===== src/rtl/note_sequencer_pkg.sv =====
// Shared definitions for the note sequencer.
//   state_t        : FSM state encoding (IDLE, FETCH, LOAD, PLAY, GAP)
//   DIV_W_DEF      : default width of the half-period divider field of a song entry
//   DUR_W_DEF      : default width of the duration field (beat ticks) of a song entry
//   END_DUR        : duration value that marks the end of the song
//   MIN_TONE_DIV   : divider values below this are rests
// A song entry is packed as {div, dur}.
package note_sequencer_pkg;

  typedef enum logic [2:0] {
    S_IDLE  = 3'd0,
    S_FETCH = 3'd1,
    S_LOAD  = 3'd2,
    S_PLAY  = 3'd3,
    S_GAP   = 3'd4
  } state_t;

  localparam int DIV_W_DEF    = 20;
  localparam int DUR_W_DEF    = 8;
  localparam int END_DUR      = 0;
  localparam int MIN_TONE_DIV = 2;

  function automatic logic is_rest(input logic [31:0] div);
    return div < 32'(MIN_TONE_DIV);
  endfunction

  function automatic logic is_end(input logic [31:0] dur);
    return dur == 32'(END_DUR);
  endfunction

endpackage


===== src/rtl/note_sequencer_song_rom.sv =====
// song_rom: synchronous-read song storage, one-cycle read latency.
//   clk  : clock
//   addr : entry index, sampled on the rising edge
//   div  : half-period divider of the addressed entry (valid one cycle later)
//   dur  : duration in beat ticks of the addressed entry (valid one cycle later)
// Contents come from SONG_INIT, a packed image of the song's memory file with
// entry i at bits [i*(DIV_W+DUR_W) +: DIV_W+DUR_W], each entry {div, dur}.
module song_rom
  import note_sequencer_pkg::*;
#(
  parameter int SONG_LEN = 16,
  parameter int DIV_W    = DIV_W_DEF,
  parameter int DUR_W    = DUR_W_DEF,
  parameter logic [SONG_LEN*(DIV_W+DUR_W)-1:0] SONG_INIT = '0
) (
  input  logic                        clk,
  input  logic [$clog2(SONG_LEN)-1:0] addr,
  output logic [DIV_W-1:0]            div,
  output logic [DUR_W-1:0]            dur
);

  localparam int EW = DIV_W + DUR_W;

  logic [EW-1:0] mem [SONG_LEN];
  logic [EW-1:0] q;

  for (genvar i = 0; i < SONG_LEN; i++) begin : g_ent
    assign mem[i] = SONG_INIT[i*EW +: EW];
  end

  always_ff @(posedge clk) q <= mem[addr];

  assign {div, dur} = q;

endmodule


===== src/rtl/note_sequencer.sv =====
// note_sequencer: plays a song from song_rom as square waves.
//   clk      : clock, all state changes on the rising edge
//   rst_n    : asynchronous active-low reset
//   start    : pulse, begins playback from entry 0 (ignored while busy)
//   stop     : level, aborts playback (wins over start)
//   loop_en  : restart the song after its end (sampled at the end decision)
//   tone     : {gate, octave down, octave up, base} registered square waves
//   busy     : high whenever the FSM is not idle
//   note_idx : index of the current song entry
module note_sequencer
  import note_sequencer_pkg::*;
#(
  parameter int SONG_LEN  = 16,
  parameter int DIV_W     = DIV_W_DEF,
  parameter int DUR_W     = DUR_W_DEF,
  parameter int TICK_DIV  = 500000,
  parameter int GAP_TICKS = 1,
  parameter logic [SONG_LEN*(DIV_W+DUR_W)-1:0] SONG_INIT = '0
) (
  input  logic                        clk,
  input  logic                        rst_n,
  input  logic                        start,
  input  logic                        stop,
  input  logic                        loop_en,
  output logic [3:0]                  tone,
  output logic                        busy,
  output logic [$clog2(SONG_LEN)-1:0] note_idx
);

  localparam int AW = $clog2(SONG_LEN);
  localparam int TW = $clog2(TICK_DIV);
  localparam int GW = $clog2(GAP_TICKS + 1);
  localparam logic [AW-1:0] LAST_IDX = AW'(SONG_LEN - 1);

  state_t            state, state_nx;
  logic [AW-1:0]     idx;
  logic [TW-1:0]     tick_cnt;
  logic              tick;
  logic [GW-1:0]     gap_cnt;
  logic              gap_done;
  logic [DIV_W-1:0]  rom_div, div_q, half, hp0, hp1;
  logic [DUR_W-1:0]  rom_dur, dur_rem;

  song_rom #(
    .SONG_LEN (SONG_LEN),
    .DIV_W    (DIV_W),
    .DUR_W    (DUR_W),
    .SONG_INIT(SONG_INIT)
  ) u_rom (
    .clk (clk),
    .addr(idx),
    .div (rom_div),
    .dur (rom_dur)
  );

  // Beat tick runs from the start pulse onwards and is never realigned to
  // note boundaries, so note lengths are measured in whole ticks of one grid.
  assign tick     = (state != S_IDLE) && (tick_cnt == TW'(TICK_DIV - 1));
  assign gap_done = tick && (gap_cnt == GW'(GAP_TICKS - 1));
  assign half     = div_q >> 1;
  assign busy     = (state != S_IDLE);
  assign note_idx = idx;

  always_comb begin
    state_nx = state;
    case (state)
      S_IDLE:  if (start) state_nx = S_FETCH;
      S_FETCH: state_nx = S_LOAD;
      S_LOAD: begin
        if (is_end(32'(rom_dur))) state_nx = loop_en ? S_FETCH : S_IDLE;
        else                      state_nx = S_PLAY;
      end
      S_PLAY:  if (tick && dur_rem == DUR_W'(1)) state_nx = S_GAP;
      S_GAP: begin
        if (gap_done) state_nx = (idx == LAST_IDX && !loop_en) ? S_IDLE : S_FETCH;
      end
      default: state_nx = S_IDLE;
    endcase
    if (stop) state_nx = S_IDLE;
  end

  always_ff @(posedge clk or negedge rst_n) begin
    if (!rst_n) begin
      state    <= S_IDLE;
      idx      <= '0;
      tick_cnt <= '0;
      gap_cnt  <= '0;
      div_q    <= '0;
      dur_rem  <= '0;
    end else begin
      state    <= state_nx;
      tick_cnt <= (state == S_IDLE || tick) ? '0 : tick_cnt + TW'(1);
      case (state)
        S_IDLE: idx <= '0;
        S_LOAD: begin
          div_q   <= rom_div;
          dur_rem <= rom_dur;
          if (is_end(32'(rom_dur))) idx <= '0;
        end
        S_PLAY: begin
          gap_cnt <= '0;
          if (tick) dur_rem <= dur_rem - DUR_W'(1);
        end
        S_GAP: begin
          if (gap_done) begin
            gap_cnt <= '0;
            idx     <= (idx == LAST_IDX) ? '0 : idx + AW'(1);
          end else if (tick) begin
            gap_cnt <= gap_cnt + GW'(1);
          end
        end
        default: ;
      endcase
    end
  end

  // Tone outputs are driven from the next state so they are already correct
  // in the first PLAY cycle and already silent in the first non-PLAY cycle.
  always_ff @(posedge clk or negedge rst_n) begin
    if (!rst_n) begin
      tone <= '0;
      hp0  <= '0;
      hp1  <= '0;
    end else if (state_nx != S_PLAY) begin
      tone <= '0;
      hp0  <= '0;
      hp1  <= '0;
    end else if (state == S_LOAD) begin
      tone <= {~is_rest(32'(rom_div)), 3'b000};
      hp0  <= '0;
      hp1  <= '0;
    end else if (!is_rest(32'(div_q))) begin
      if (hp0 == div_q - DIV_W'(1)) begin
        hp0     <= '0;
        tone[0] <= ~tone[0];
        if (!tone[0]) tone[2] <= ~tone[2];  // rising edge of the base tone
      end else begin
        hp0 <= hp0 + DIV_W'(1);
      end
      if (hp1 == half - DIV_W'(1)) begin
        hp1     <= '0;
        tone[1] <= ~tone[1];
      end else begin
        hp1 <= hp1 + DIV_W'(1);
      end
    end
  end

endmodule


===== config.mk =====
export PLATFORM = sky130hd
export DESIGN_NAME = note_sequencer
export DESIGN_NICKNAME = d
export VERILOG_FILES = /design/src/rtl/note_sequencer_pkg.sv /design/src/rtl/note_sequencer_song_rom.sv /design/src/rtl/note_sequencer.sv
export SDC_FILE = /design/constraint.sdc
export NUM_CORES = 1
export LEC_CHECK = 0
export ABC_AREA = 1
export CORE_ASPECT_RATIO = 1.5
export CORE_UTILIZATION = 65
export CTS_BUF_LIST = sky130_fd_sc_hd__clkbuf_2 sky130_fd_sc_hd__clkbuf_4 sky130_fd_sc_hd__clkbuf_8
export DETAILED_ROUTE_END_ITERATION = 12
export PLACE_DENSITY = 0.83
export SYNTH_ARGS = -nofsm -noshare
export SYNTH_HDL_FRONTEND = slang
export SYNTH_HIERARCHICAL = 1
export SYNTH_SLANG_ARGS = --single-unit

===== constraint.sdc =====
create_clock -name clk -period 5.9 [get_ports clk]
set_clock_uncertainty 0.15 [all_clocks]
set_input_delay 1.18 -clock clk [delete_from_list [all_inputs] [get_ports clk]]
set_output_delay 1.18 -clock clk [all_outputs]
set_load 0.005 [all_outputs]

==> summary.txt <==
Drt
  • WL per Instance: 13.3 um
  • Post-DRT Antenna Nets: 0
  • Via density: 5.33
  • WL final: 16.3 mm
  • Vias: 6525
  • Drt first pass iters: 6
  • Number of remaining DRC errors: 0
  • Iteration-0 DRC Markers: 379

Place
  • RePlAce Congestion: 0.951
  • PortBufs: 13
  • Post-DP HPWL: 12.5 mm

Clock network
  • Clock latency on the worst-skew pair: 0.39 ns
  • Setup Fix Bufs, Post-CTS: 0
  • Root Buffer: clkbuf_8
  • Clock tree buffer depth: 2
  • Hold Buf Count CTS: 0
  • Clock sinks: 99
  • CTS H-Tree Depth: 3
  • Cts repair resizes: 0
  • CTS tree: built
  • TritonCTS Buffers: 9
  • Reg clk slew, reported paths: 0.11 ns

Worst setup path
  • Startpoint types: register
  • R2R cell count: 9
  • Setup crit end kind: register
  • Critical Path AT: 3.68 ns
  • Crit Path Class: reg -> reg
  • Required @ worst endpoint: 6.07 ns
  • CP max FO: 62

Logic synthesis
  • Ys flop type: dfrtp_1
  • Main area contributors after synthesis: dfrtp_1 35%, nand2_1 15%, nor2_1 8.0%
  • Seq/Total Area, Yosys: 34.7%
  • Fraction of registers with async set/reset: 100%
  • Post-synth EDFFs: 0
  • Area share of the largest cell type after synthesis: 34.7%
  • Mean Syn Cell Area: 6.68 um^2
  • Synth Warn #: 6
  • Synth cell types: 45
  • Dominant cell type by area after synthesis: dfrtp_1
  • Area of the mapped netlist: 7140 um^2
  • Gate count of the mapped netlist: 1069
  • Synthesized flop and latch total: 99

Cells and area
  • Post-layout util: 70.2%
  • Share of cells above drive strength 1: 5.37%
  • Final Net Count: 1088
  • ANT cells: 0
  • Area Growth Syn to Fin: 4.73%

Floorplanning
  • Row count: 46
  • Die area: 11400 um^2
  • Die width: 87.6 um
  • Core box area: 10600 um^2
  • Boundary pin count: 14
  • Die Y: 130 um
  • Initial cell density of the core: 67.1%

Hold path
  • Hold depth: 1
  • Worst hold path type: reg -> reg

GRT
  • Initial antenna violation count: 0
  • Gr ovfl total: 0
  • Vias in the first global route: 6102
  • GRT busiest layer: met2
  • Largest net degree at the start of global routing: 70
  • First-pass GRT wire length: 27.1 mm
  • GRT Overall Usage: 30.9%
  • GRT met3 Usage: 4.87%
  • Grt met1 use: 34.4%
  • GR Util met2: 56.3%

Run status
  • Status: finished, final reports clean

Job
  • Max_cap viols: 0

STA
  • Max-slew violation count: 0
  • Setup violations, final: 0
  • Period minus WS final: 3.52 ns
  • Final critical-path share of the clock period: 59.6%
  • WHS: 0.340 ns
  • FMAX: 0.284 GHz
  • Setup Total Neg Slack: 0 ns
  • Number of hold violations in the final report: 0
  • Worst-margin pin slew: 0.904 ns
  • Normalized max-slew margin: 39.7%
  • RSZ-0062 raised after global routing: false

Power
  • PD cells: 334 nW/um^2
  • Worst ir drop on vdd: 0.000260 V
  • Leak: 3.62 nW
## sequential cells by signal, summed over array words and instances (netlist names)
signal	flops
dur_rem	8
state	3
tone	4
hp0	20
hp1	20
div_q	20
tick_cnt	19
note_idx	4
gap_cnt	1
## metal layers
metal / wire length, um / up-vias
li1: - / 3360
met1: 6540 / 2963
met2: 8510 / 149
met3: 542 / 53
met4: 749 / 0
met5: 0 / -
## final timing paths
check	startpoint	to	slack, ns
worst max-delay path	state[2]	hp0[7]	2.38
worst min-delay path	tick_cnt[0]	tick_cnt[0]	0.34
worst max register to register	state[2]	hp0[7]	2.38
worst min register to register	tick_cnt[0]	tick_cnt[0]	0.34
max in group asynchronous	rst_n	hp1[0]	3.86
min in group asynchronous	rst_n	hp0[14]	0.75
## critical path: stages (launching register included)
cell	delay, ns
dfrtp_1	0.45
nor2_4	0.16
inv_1	0.05
nor2_1	0.57
nand2_1	0.21
a21oi_2	0.28
nand4_4	0.71
nand2_2	0.60
inv_2	0.14
nor2_1	0.12
## layout make-up
| cell class | count | area, um^2 |
|---|---|---|
| Clock buffer | 9 | 124 |
| Clock inverter | 7 | 96.3 |
| Fill cell | 926 | 3170 |
| Inverter | 138 | 518 |
| Multi-Input combinational cell | 812 | 3940 |
| Sequential cell | 99 | 2480 |
| Tap cell | 144 | 180 |
| Timing Repair Buffer | 15 | 143 |
## layout by cell type (no fill, tap or decap), drive strengths merged
cell type	count
a31oi	3
nor3b	2
o22ai	3
xor2	23
o21a	2
a21o	1
a22oi	1
nand3b	6
conb	28
nand4	21
o211ai	2
buf	3
nand2	303
a21oi	31
nor3	27
clkdlybuf4s50	12
ha	8
bufinv	1
and3	1
clkinvlp	1
xnor3	3
and2	1
dfrtp	99
xnor2	11
nand2b	1
clkbuf	9
inv	140
o31ai	1
nor4	9
nor2	170
or2	2
clkinv	3
nand3	105
o21ai	47
## kinds of logic (layout without fill, tap and decap cells)
| kind of cell | count (synthesis) | after routing | synth area share, % |
|---|---|---|---|
| and+or+nand+nor | 648 | 648 | 40.4 |
| buffers and inverters | 185 | 169 | 11.5 |
| DFF | 99 | 99 | 34.7 |
| AOI/OAI and AO/OA | 91 | 91 | 6.83 |
| xor gates and xnor gates | 37 | 37 | 5.12 |
| adders and majority gates | 8 | 8 | 1.40 |
| other | 1 | 28 | 0.0525 |
## Yosys cell counts (all sizes together), types with 3 or more instances
| library cell | n |
|---|---|
| nand3b | 6 |
| a21oi | 31 |
| xor2 | 23 |
| buf | 36 |
| a31oi | 3 |
| ha | 8 |
| nand3 | 105 |
| xnor2 | 11 |
| nor2 | 170 |
| o22ai | 3 |
| dfrtp | 99 |
| inv | 137 |
| o21ai | 47 |
| nand2 | 303 |
| nor3 | 27 |
| nor4 | 9 |
| xnor3 | 3 |
| clkbuf | 11 |
| nand4 | 21 |
## power breakdown
part | switching (mW) | internal, mW | total (mW) | leakage (nW)
registers | 0.158 | 0.786 | 0.945 | 1.33
logic | 0.696 | 0.367 | 1.06 | 2.19
clock network | 0.279 | 0.209 | 0.488 | 0.108
## through the flow
step | power [mW] | setup slack, ns | instance area [um^2] | cells
after floorplan | 1.76 | 3.39 | 7240 | 1096
after global placement | 1.97 | 2.12 | 7260 | 1208
after detailed placement | 2.00 | 2.08 | 7260 | 1208
after CTS | 2.49 | 2.41 | 7480 | 1224
after global routing | 2.69 | 2.03 | 7480 | 1224
final | 2.50 | 2.38 | 7480 | 1224
Power figures use the tool's default switching activity.
==> RTL change (same flow settings) <==
`SONG_LEN` is set to 16 in 2 places; all go to 8.
--- a/src/rtl/note_sequencer_song_rom.sv
+++ b/src/rtl/note_sequencer_song_rom.sv
@@ -8,7 +8,7 @@
 module song_rom
   import note_sequencer_pkg::*;
 #(
-  parameter int SONG_LEN = 16,
+  parameter int SONG_LEN = 8,
   parameter int DIV_W    = DIV_W_DEF,
   parameter int DUR_W    = DUR_W_DEF,
   parameter logic [SONG_LEN*(DIV_W+DUR_W)-1:0] SONG_INIT = '0
--- a/src/rtl/note_sequencer.sv
+++ b/src/rtl/note_sequencer.sv
@@ -10,7 +10,7 @@
 module note_sequencer
   import note_sequencer_pkg::*;
 #(
-  parameter int SONG_LEN  = 16,
+  parameter int SONG_LEN  = 8,
   parameter int DIV_W     = DIV_W_DEF,
   parameter int DUR_W     = DUR_W_DEF,
   parameter int TICK_DIV  = 500000,
Interface: changed (resized note_idx); port bits go from 14 to 13. The function was not compared with the original's and may differ.
==> RTL change against the unedited design <==
  * Design area decreased by 4.2%
  * Sequential cell count shrank 1
  * Synthesized area fell by 3.3%
  * Clock power is 13% lower
  * Critical endpoint is now hp0[4]
  * First-iteration DRC count decreased by 12%
  * Synthesized cell count fell by 5.4%
  * Power down 6.8%
  * Die area is 3.3% lower
  * Setup slack improved by 0.044 ns
  * Maximum frequency grew 1.3%
  * Wire length decreased by 7.8%
==> RTL change: results (changes against the unedited design) <==
Status
• finished, final reports clean — outcome

STA
• 0.821 ns — slew of the pin with the lowest slew margin, -0.0831 ns

Pwr
• 2330 uW — overall power of the completed layout, -6.8%
• 0.183 — Clock power frac, -0.013
• 0.00327 uW — leakage dissipation, -9.9%
• 944 uW — Seq group, about the same
• 1290 uW — internal power consumption, -5.0%
• 238 uV — Worst VDD drop, -8.7%

Global route
• 5745 — vias in the first global route, -5.9%
• 0.529 — met2 track demand over resource, -0.0335
• 25500 um — wire length of the first global-routing pass, -5.8%
• 76 — largest net degree at the start of global routing, +8.6%
• 0.0489 — GR Layer Usage met3, +0.000234
• 0.297 — All-Layer GR Usage, -0.0122
• 0.343 — global routing met1 resource utilization, -0.00136

Layout
• 1032 — layout net count, -5.1%
• 0.0567 — ratio of cells with drive above 1 in the final layout, +0.00299

Synthesis
• dfrtp_1 (36%), nand2_1 (15%), nor2_1 (8.2%), inv_1 (6.0%), nand3_1 (5.9%) — leading cell types by total area after synthesis
• nand2_1 (278), nor2_1 (150), inv_1 (111) — most numerous cell types in the synthesized netlist
• 0.355 — top-area cell type share of the netlist area, +0.00839
• 0.355 — proportion of synthesized chip area in sequential cells, +0.00839
• 42 — Unique masters post-synth, -6.7%

Setup path
• nand3_4 — crit path max-delay cell type
• hp0[4] — Critical R2R Capture
• 2.50 ns — reg-to-reg slack, setup, +0.12 ns
• 3.62 ns — WP data arrival, -0.06 ns
• 0.63 ns — largest stage delay on the critical path, -0.08 ns
• 75 — largest fanout on the critical path, +21%
• 11 — cells on worst reg2reg path, +2

Routing
• 5 — router iterations before antenna repair, -1
• 6270 um — sum of routed wire segments on met1, -4.1%
• 7770 um — routed wire length on met2, -8.7%
• 333 — drt first-iter violations, -12%
• met4 — top layer used by detailed routing
• 12.9 um — Wirelength per Cell, -3.0%
• 6113 — number of vias in the routed layout, -6.3%
• 454 um — detailed-routed wire length on met3, -16%

Placement
• 11300 um — Post-DP HPWL, -9.9%
• 12 — PortBufs, -1
• 0.930 — final RePlAce weighted congestion, -2.2%

Clock network
• 0 — number of gates given a new drive strength after cts, unchanged
• 3 — level count of the clock H-tree, unchanged

RTL change: cell count changes after synthesis, moves of 5 or more:
cell and delta:
nand3_1 -22, inv_1 -23, clkbuf_1 -5, nand2_1 -13
nor3b_1 +6, a21oi_1 +10, nor2_4 +5, xnor2_1 +5
nor3_1 -6, o21ai_0 -8, nand4_1 -5, buf_6 +5
RTL change: cell families after synthesis:
| logic type | after synthesis | synth area share |
|---|---|---|
| adder cells (fa/ha/maj) | 9 | 0.0163 |
| flip-flops | 98 | 0.355 |
| AO/OA/AOI/OAI | 91 | 0.0698 |
| other | 1 | 0.000543 |
| XOR/XNOR | 40 | 0.0528 |
| AND/OR/NAND/NOR | 608 | 0.392 |
| buffers and inverters | 164 | 0.113 |
RTL change: metrics by stage:
step | setup slack (ns) | area, um^2 | std cells | hold slack, ns
2_1_floorplan | 3.35 | 7000 | 1038 | 0.283
3_3_place_gp | 2.10 | 6980 | 1148 | 0.301
3_5_place_dp | 2.05 | 6980 | 1148 | 0.312
4_1_cts | 2.45 | 7160 | 1164 | 0.325
5_1_grt | 2.20 | 7160 | 1164 | 0.347
6_report | 2.43 | 7160 | 1164 | 0.318
RTL change: worst max path at each step:
stage / from / end / slack (ns)
after floorplan: loop_en / hp0[8] / 3.35
after global placement: loop_en / hp0[4] / 2.10
after detailed placement: loop_en / hp0[16] / 2.05
after CTS: loop_en / hp0[4] / 2.45
after global routing: state[2] / hp0[16] / 2.20
final: loop_en / hp0[4] / 2.43
RTL change: cell type report:
cell class / instances / area (um^2) / area share
well taps: 141 / 176 / 0.0246
clock inverters: 6 / 53.8 / 0.00751
flip-flops and latches: 98 / 2450 / 0.342
inverters: 119 / 447 / 0.0624
multi-input cells: 776 / 3770 / 0.526
repair buffers: 14 / 133 / 0.0185
clock buffers: 10 / 131 / 0.0183
